[src/rtl/paint_stamp_ctrl.sv]
// -----------------------------------------------------------------------------
// paint_stamp_ctrl
//
// Writes square brush "stamps" into a shared 160x120, 3-bit-per-pixel
// single-port framebuffer RAM. It also shares that RAM with the VGA scan-out
// reader, and video reads always win the port.
//
// Optional build macro:
//   BRUSH_CLIP_EN  Defined: footprint pixels outside the framebuffer are
//                  skipped, but each one still takes a slot.
//                  Undefined: the origin is clamped so the whole brush fits.
//
// Handshake (video side): vid_req is a one-cycle request with no ready signal.
// It is always accepted in the cycle it is raised. vid_valid follows exactly
// one cycle later, together with vid_rdata. vid_rdata is forced to 0 whenever
// vid_valid is low.
//
// Ports:
//   clk, clr            clock, asynchronous active-high reset
//   X_POS, Y_POS        cursor position in 640x480 screen coordinates
//   color, tool_on      brush colour, brush down
//   size_sel            0 = 2x2 brush, 1 = 4x4 brush
//   vid_req, vid_addr   video read request and address
//   vid_valid, vid_rdata  video read response
//   mem_addr, mem_we, mem_wdata, mem_rdata  framebuffer RAM port
//   busy, stamp_done    stamp in progress; one-cycle completion pulse
//   state_dbg           current FSM state (IDLE=0, LATCH=1, STAMP=2, DONE=3)
// -----------------------------------------------------------------------------
module paint_stamp_ctrl #(
    parameter int FB_W     = 160,
    parameter int FB_H     = 120,
    parameter int ADDR_W   = 15,
    parameter int SCALE_SH = 2
) (
    input  logic              clk,
    input  logic              clr,
    input  logic [9:0]        X_POS,
    input  logic [9:0]        Y_POS,
    input  logic [2:0]        color,
    input  logic              tool_on,
    input  logic              size_sel,
    input  logic              vid_req,
    input  logic [ADDR_W-1:0] vid_addr,
    output logic              vid_valid,
    output logic [2:0]        vid_rdata,
    output logic [ADDR_W-1:0] mem_addr,
    output logic              mem_we,
    output logic [2:0]        mem_wdata,
    input  logic [2:0]        mem_rdata,
    output logic              busy,
    output logic              stamp_done,
    output logic [1:0]        state_dbg
);

    // The coordinate widths are sized for a 160x120 framebuffer.
    localparam int CX_W  = 8;
    localparam int CY_W  = 7;
    localparam int KEY_W = CX_W + CY_W + 3 + 1;

    typedef enum logic [1:0] {
        IDLE  = 2'd0,
        LATCH = 2'd1,
        STAMP = 2'd2,
        DONE  = 2'd3
    } state_t;

    state_t state, state_next;

    // Centre of the brush in framebuffer coordinates, clamped to the last pixel.
    logic [9:0]      x_sh, y_sh;
    logic [CX_W-1:0] cx;
    logic [CY_W-1:0] cy;

    assign x_sh = X_POS >> SCALE_SH;
    assign y_sh = Y_POS >> SCALE_SH;
    assign cx   = (x_sh > 10'(FB_W - 1)) ? CX_W'(FB_W - 1) : x_sh[CX_W-1:0];
    assign cy   = (y_sh > 10'(FB_H - 1)) ? CY_W'(FB_H - 1) : y_sh[CY_W-1:0];

    // Footprint origin, signed so that brushes near the top/left edge can go negative.
    logic signed [10:0] half_s, ox_raw, oy_raw, ox_new, oy_new;
`ifndef BRUSH_CLIP_EN
    logic signed [10:0] ox_max, oy_max;
`endif

    always_comb begin
        half_s = size_sel ? 11'sd2 : 11'sd1;
        ox_raw = $signed({3'b000, cx}) - half_s;
        oy_raw = $signed({4'b0000, cy}) - half_s;
`ifdef BRUSH_CLIP_EN
        ox_new = ox_raw;
        oy_new = oy_raw;
`else
        // Shift the brush inward so that every slot lands on a real pixel.
        ox_max = $signed(11'(FB_W)) - (half_s <<< 1);
        oy_max = $signed(11'(FB_H)) - (half_s <<< 1);
        ox_new = ox_raw;
        oy_new = oy_raw;
        if (ox_raw < 11'sd0)
            ox_new = 11'sd0;
        else if (ox_raw > ox_max)
            ox_new = ox_max;
        if (oy_raw < 11'sd0)
            oy_new = 11'sd0;
        else if (oy_raw > oy_max)
            oy_new = oy_max;
`endif
    end

    // The last-stamped key suppresses rewrites while the brush is held still.
    logic [KEY_W-1:0] cur_key, last_key;
    logic             last_valid;
    logic             trigger;

    assign cur_key = {cx, cy, color, size_sel};
    assign trigger = tool_on && (!last_valid || (cur_key != last_key));

    // Stamp context latched in LATCH.
    logic [2:0]         l_color;
    logic               l_size;
    logic signed [10:0] org_x, org_y;
    logic [1:0]         dx, dy;
    logic [1:0]         nm1;
    logic signed [10:0] px, py;
    logic               in_bounds;
    logic               last_slot;
    logic               advance;
    logic [ADDR_W-1:0]  pix_addr;

    assign nm1       = l_size ? 2'd3 : 2'd1;
    assign px        = org_x + $signed({9'b0, dx});
    assign py        = org_y + $signed({9'b0, dy});
    // In the clamped build this is always true. The check remains so that both
    // builds share one write path.
    assign in_bounds = (px >= 11'sd0) && (px < $signed(11'(FB_W))) &&
                       (py >= 11'sd0) && (py < $signed(11'(FB_H)));
    assign last_slot = (dx == nm1) && (dy == nm1);
    // y*160 + x, using shifts only.
    assign pix_addr  = (ADDR_W'(py[6:0]) << 7) + (ADDR_W'(py[6:0]) << 5) + ADDR_W'(px[7:0]);

    always_ff @(posedge clk or posedge clr) begin
        if (clr) begin
            state      <= IDLE;
            vid_valid  <= 1'b0;
            last_valid <= 1'b0;
            last_key   <= '0;
            l_color    <= 3'd0;
            l_size     <= 1'b0;
            org_x      <= 11'sd0;
            org_y      <= 11'sd0;
            dx         <= 2'd0;
            dy         <= 2'd0;
        end else begin
            state     <= state_next;
            vid_valid <= vid_req;
            if (state == LATCH) begin
                l_color    <= color;
                l_size     <= size_sel;
                org_x      <= ox_new;
                org_y      <= oy_new;
                dx         <= 2'd0;
                dy         <= 2'd0;
                last_key   <= cur_key;
                last_valid <= 1'b1;
            end else if (advance) begin
                if (dx == nm1) begin
                    dx <= 2'd0;
                    dy <= dy + 2'd1;
                end else begin
                    dx <= dx + 2'd1;
                end
            end
        end
    end

    always_comb begin
        state_next = state;
        advance    = 1'b0;
        mem_addr   = '0;
        mem_we     = 1'b0;
        mem_wdata  = 3'd0;
        stamp_done = 1'b0;
        case (state)
            IDLE:  if (trigger) state_next = LATCH;
            LATCH: state_next = STAMP;
            STAMP: begin
                // A slot is held, with dx/dy unchanged, in any cycle that the video reader owns the port.
                if (!vid_req) begin
                    advance = 1'b1;
                    if (in_bounds) begin
                        mem_we    = 1'b1;
                        mem_addr  = pix_addr;
                        mem_wdata = l_color;
                    end
                    if (last_slot)
                        state_next = DONE;
                end
            end
            DONE: begin
                stamp_done = 1'b1;
                state_next = IDLE;
            end
            default: state_next = IDLE;
        endcase
        if (vid_req) begin
            mem_addr  = vid_addr;
            mem_we    = 1'b0;
            mem_wdata = 3'd0;
        end
    end

    assign vid_rdata = vid_valid ? mem_rdata : 3'd0;
    assign busy      = (state != IDLE);
    assign state_dbg = state;

endmodule
[config.mk]
export PLATFORM = sky130hd
export DESIGN_NAME = paint_stamp_ctrl
export DESIGN_NICKNAME = d
export VERILOG_FILES = /design/src/rtl/paint_stamp_ctrl.sv
export SDC_FILE = /design/constraint.sdc
export NUM_CORES = 1
export LEC_CHECK = 0
export CAP_MARGIN = 20
export CORE_ASPECT_RATIO = 0.5
export CORE_MARGIN = 3
export CORE_UTILIZATION = 40
export CTS_CLUSTER_SIZE = 14
export DETAILED_ROUTE_END_ITERATION = 8
export DONT_BUFFER_PORTS = 1
export PLACE_DENSITY = 0.6
export SLEW_MARGIN = 5
export SYNTH_ARGS = -nofsm -noshare
export SYNTH_HDL_FRONTEND = slang
export SYNTH_SLANG_ARGS = --single-unit
[constraint.sdc]
create_clock -name clk -period 4 [get_ports clk]
set_clock_uncertainty 0.05 [all_clocks]
set_input_delay 0.6 -clock clk [delete_from_list [all_inputs] [get_ports clk]]
set_output_delay 0.6 -clock clk [all_outputs]
set_load 0.1 [all_outputs]
==> results.cfg <==
[drt]
drt_pass1_iterations = 4
detail_route.iter0.violations = 241
ant_nets = 0
route.final.wire_length_mm = 8.921
detail_route.vias_per_cell = 5.432
via_count = 3308
routed_wire_length_per_instance_um = 14.65
drcViolationCount = 0

[synthesis]
synthFlopType = dfrtp_1
post_synth.cell_area_avg_sq_um = 8.297
netlist_instances = 458
synth-async-reset-ratio_pct = 100.0
synth-seq-cells = 42
cell_types_with_the_largest_area_share_after_synthesis = dfrtp_1, ha_1, nor2_1
synth_edf_count = 0
synth.lib_cells_used.distinct = 76
synth_top_area_share_pct = 27.66
synthesis.nets = 538
post_synth_instance_area_sq_um = 3800
yosysWarnings = 0
synth_seq_area_share_pct = 27.66
yosys.area.top_type = dfrtp_1

[sta]
worst_hold_slack_ns = 0.2728
setup_viol = 5
grt_setup_unrepaired = yes
final_period_minus_worst_setup_slack_ns = 4.159
worst_slew_margin_rel_pct = 35.99
slew_violations = 0
max_slew.worst_pin.slew_ns = 0.9626
achievable-frequency_mhz = 240.4
final.period_utilization_pct = 104.0
final_critical_path_setup_slack_ns = -0.1595
finalHoldViolCount = 0

[layout]
final_layout_size_suffix_gt1_share_pct = 24.39
antenna_cells_inserted = 0
fin_area_sq_um = 4806
mostFrequentLayoutCells = nor2_1, nand2_1, dfrtp_1, inv_1, buf_4
num-nets-final = 571
multiInputGateArea_sq_um = 2745
area_growth_syn_to_layout_pct = 26.47
mostFrequentLayoutCell = nor2_1
layout.area.seq_sq_um = 1051
fillers = 815

[clock_tree]
clk_pin_slew_ns = 0.06
ctsHoldBuffers = 0
clock-sinks = 42
insertion_delay_ns = 0.29
cts-htree-levels = 2
clk_root_buffer_cell = clkbuf_16
ctsLongestPathBuffers = 2
tritoncts.num_buffers = 5
tritoncts = built

[floorplan]
core_area_sq_um = 8979
die_height_um = 74.92
die_width_um = 143.8
io_pins = 73
floorplan.initialDensity_pct = 42.32
placement_rows = 24
die-area_sq_um = 10780

[run]
timing.max_cap.violations = 0

[global_route]
maximum_number_of_pins_on_one_net_before_global_route_repair = 43
overflow = 0
globalRouteTotalUtil_pct = 16.83
grt_pass1_wl_mm = 14.55
antenna_found_initial = 0
vias_in_the_first_global_route = 2959

[critical_path]
reg2reg_slack_ns = 1.47
slowest_stage_cell_crit_path = dfrtp_1
worstSetupStartpointType = flip-flop
crit_chain = ha_4 -> inv_2 -> fa_2 -> nor3b_4 -> xor2_1 -> ha_1 -> ha_2 -> inv_2 -> fa_2 -> nor2b_1 -> o21a_1 -> o21ai_2 -> a21boi_1 -> xnor2_1 -> o21ai_2 -> buf_12
cpLargestDelayFamily = adder cells
criticalPathCategory = flip-flop to output pin
cp.required_ns = 3.35
timing.critical_path.to_type = output pin
timing.critical_path.buf_inv = 3
timing.critical_path.arrival_ns = 3.51
crit_fanout = 2
max_stage_delay_ns = 0.40

[placement]
dp_worst_setup_slack_ns = -0.001512
rd_place_congestion = 0.8162
hpwl_mm = 6.870
placed_area_sq_um = 4420
place.port_buffers = 0

[power]
power_mw = 3.917
power-per-cell-area_nw_per_um2 = 815.1
p_leak_nw = 2.061
vdd_drop_max_mv = 0.5234

[run_status]
failed_checks = negative setup slack
run_status = finished with violations

[worst_hold_path]
min-delay-path-class = input pin to async pin
## cell type report
| cell class | instances | area share, % |
|---|---|---|
| flip-flops and latches | 42 | 21.87 |
| inverters | 35 | 2.734 |
| clock buffers | 5 | 2.603 |
| well taps | 117 | 3.046 |
| clock inverters | 3 | 0.4426 |
| repair buffers | 48 | 12.18 |
| multi-input cells | 359 | 57.12 |
## metrics by stage
stage            TNS, ns  instances  util [%]
6_report         -0.4244        609     53.53
5_1_grt           -1.261        609     53.53
4_1_cts          -0.3505        602     51.94
3_5_place_dp   -0.001512        587     49.23
3_3_place_gp           0        587     49.23
2_1_floorplan     -4.110        458         -
## power by group
part | internal, mW | switching, mW | total (mW)
clock | 0.231 | 0.171 | 0.402
sequential | 0.609 | 0.199 | 0.808
combinational | 1.13 | 1.58 | 2.71
total | 1.97 | 1.95 | 3.92
## synthesized netlist by cell type (2+ instances only)
master / instances
a211oi_1: 2
a21o_1: 7
a21oi_1: 26
a22o_1: 2
a2bb2oi_1: 2
a31oi_1: 2
a32oi_1: 2
and2_1: 5
and3_1: 4
buf_2: 12
clkbuf_1: 9
dfrtp_1: 42
fa_1: 6
ha_1: 28
inv_1: 35
mux2_2: 6
mux2i_1: 2
nand2_1: 42
nand2b_1: 3
nand3_1: 9
nand4_1: 3
nor2_1: 51
nor2b_1: 10
nor3_1: 11
nor3b_1: 3
nor4_1: 7
o2111ai_1: 2
o211ai_1: 2
o21a_1: 4
o21ai_0: 28
o22ai_1: 7
o31ai_1: 2
o32ai_1: 2
or2_2: 2
or3_1: 4
or4_1: 2
xnor2_1: 13
xor2_1: 21
## what timing repair did
action	in CTS	in global routing
pin swaps	19	20
setup buffers	7	7
gates resized for setup	11	15
setup endpoints to repair	5	6
## path summary, 6_finish.rpt
check	from	to	cells after the start
worst max-delay path	org_x[0]	mem_addr[12]	16
worst min-delay path	clr	last_key[9]	2
worst max register to register	state_dbg[1]	org_x[1]	7
worst min register to register	last_valid	last_valid	1
max in group asynchronous	clr	org_x[1]	2
min in group clk	vid_req	vid_valid	0
## flip-flops by register name, indices dropped and copies added (netlist names)
register and flops:
dy 2, org_y 7, state_dbg 2, vid_valid 1, org_x 8, last_valid 1, last_key 19, dx 2
## per-layer routing
layer  vias up  track usage, %  wire [um]
li1       1677               -          -
met1      1550           25.81       4503
met2        76           24.56       3809
met3         5           3.426        543
met4         0           3.340         64
met5         -               0          0
## cell families after synthesis
kind of cell | after synthesis | share of synthesized area, %
AND/OR/NAND/NOR | 168 | 22.19
adder cells (fa/ha/maj) | 34 | 12.38
buffers and inverters | 57 | 6.223
AO/OA/AOI/OAI | 112 | 20.28
XOR/XNOR | 35 | 8.265
multiplexers | 10 | 2.996
flip-flops | 42 | 27.66
Power figures use the tool's default switching activity.
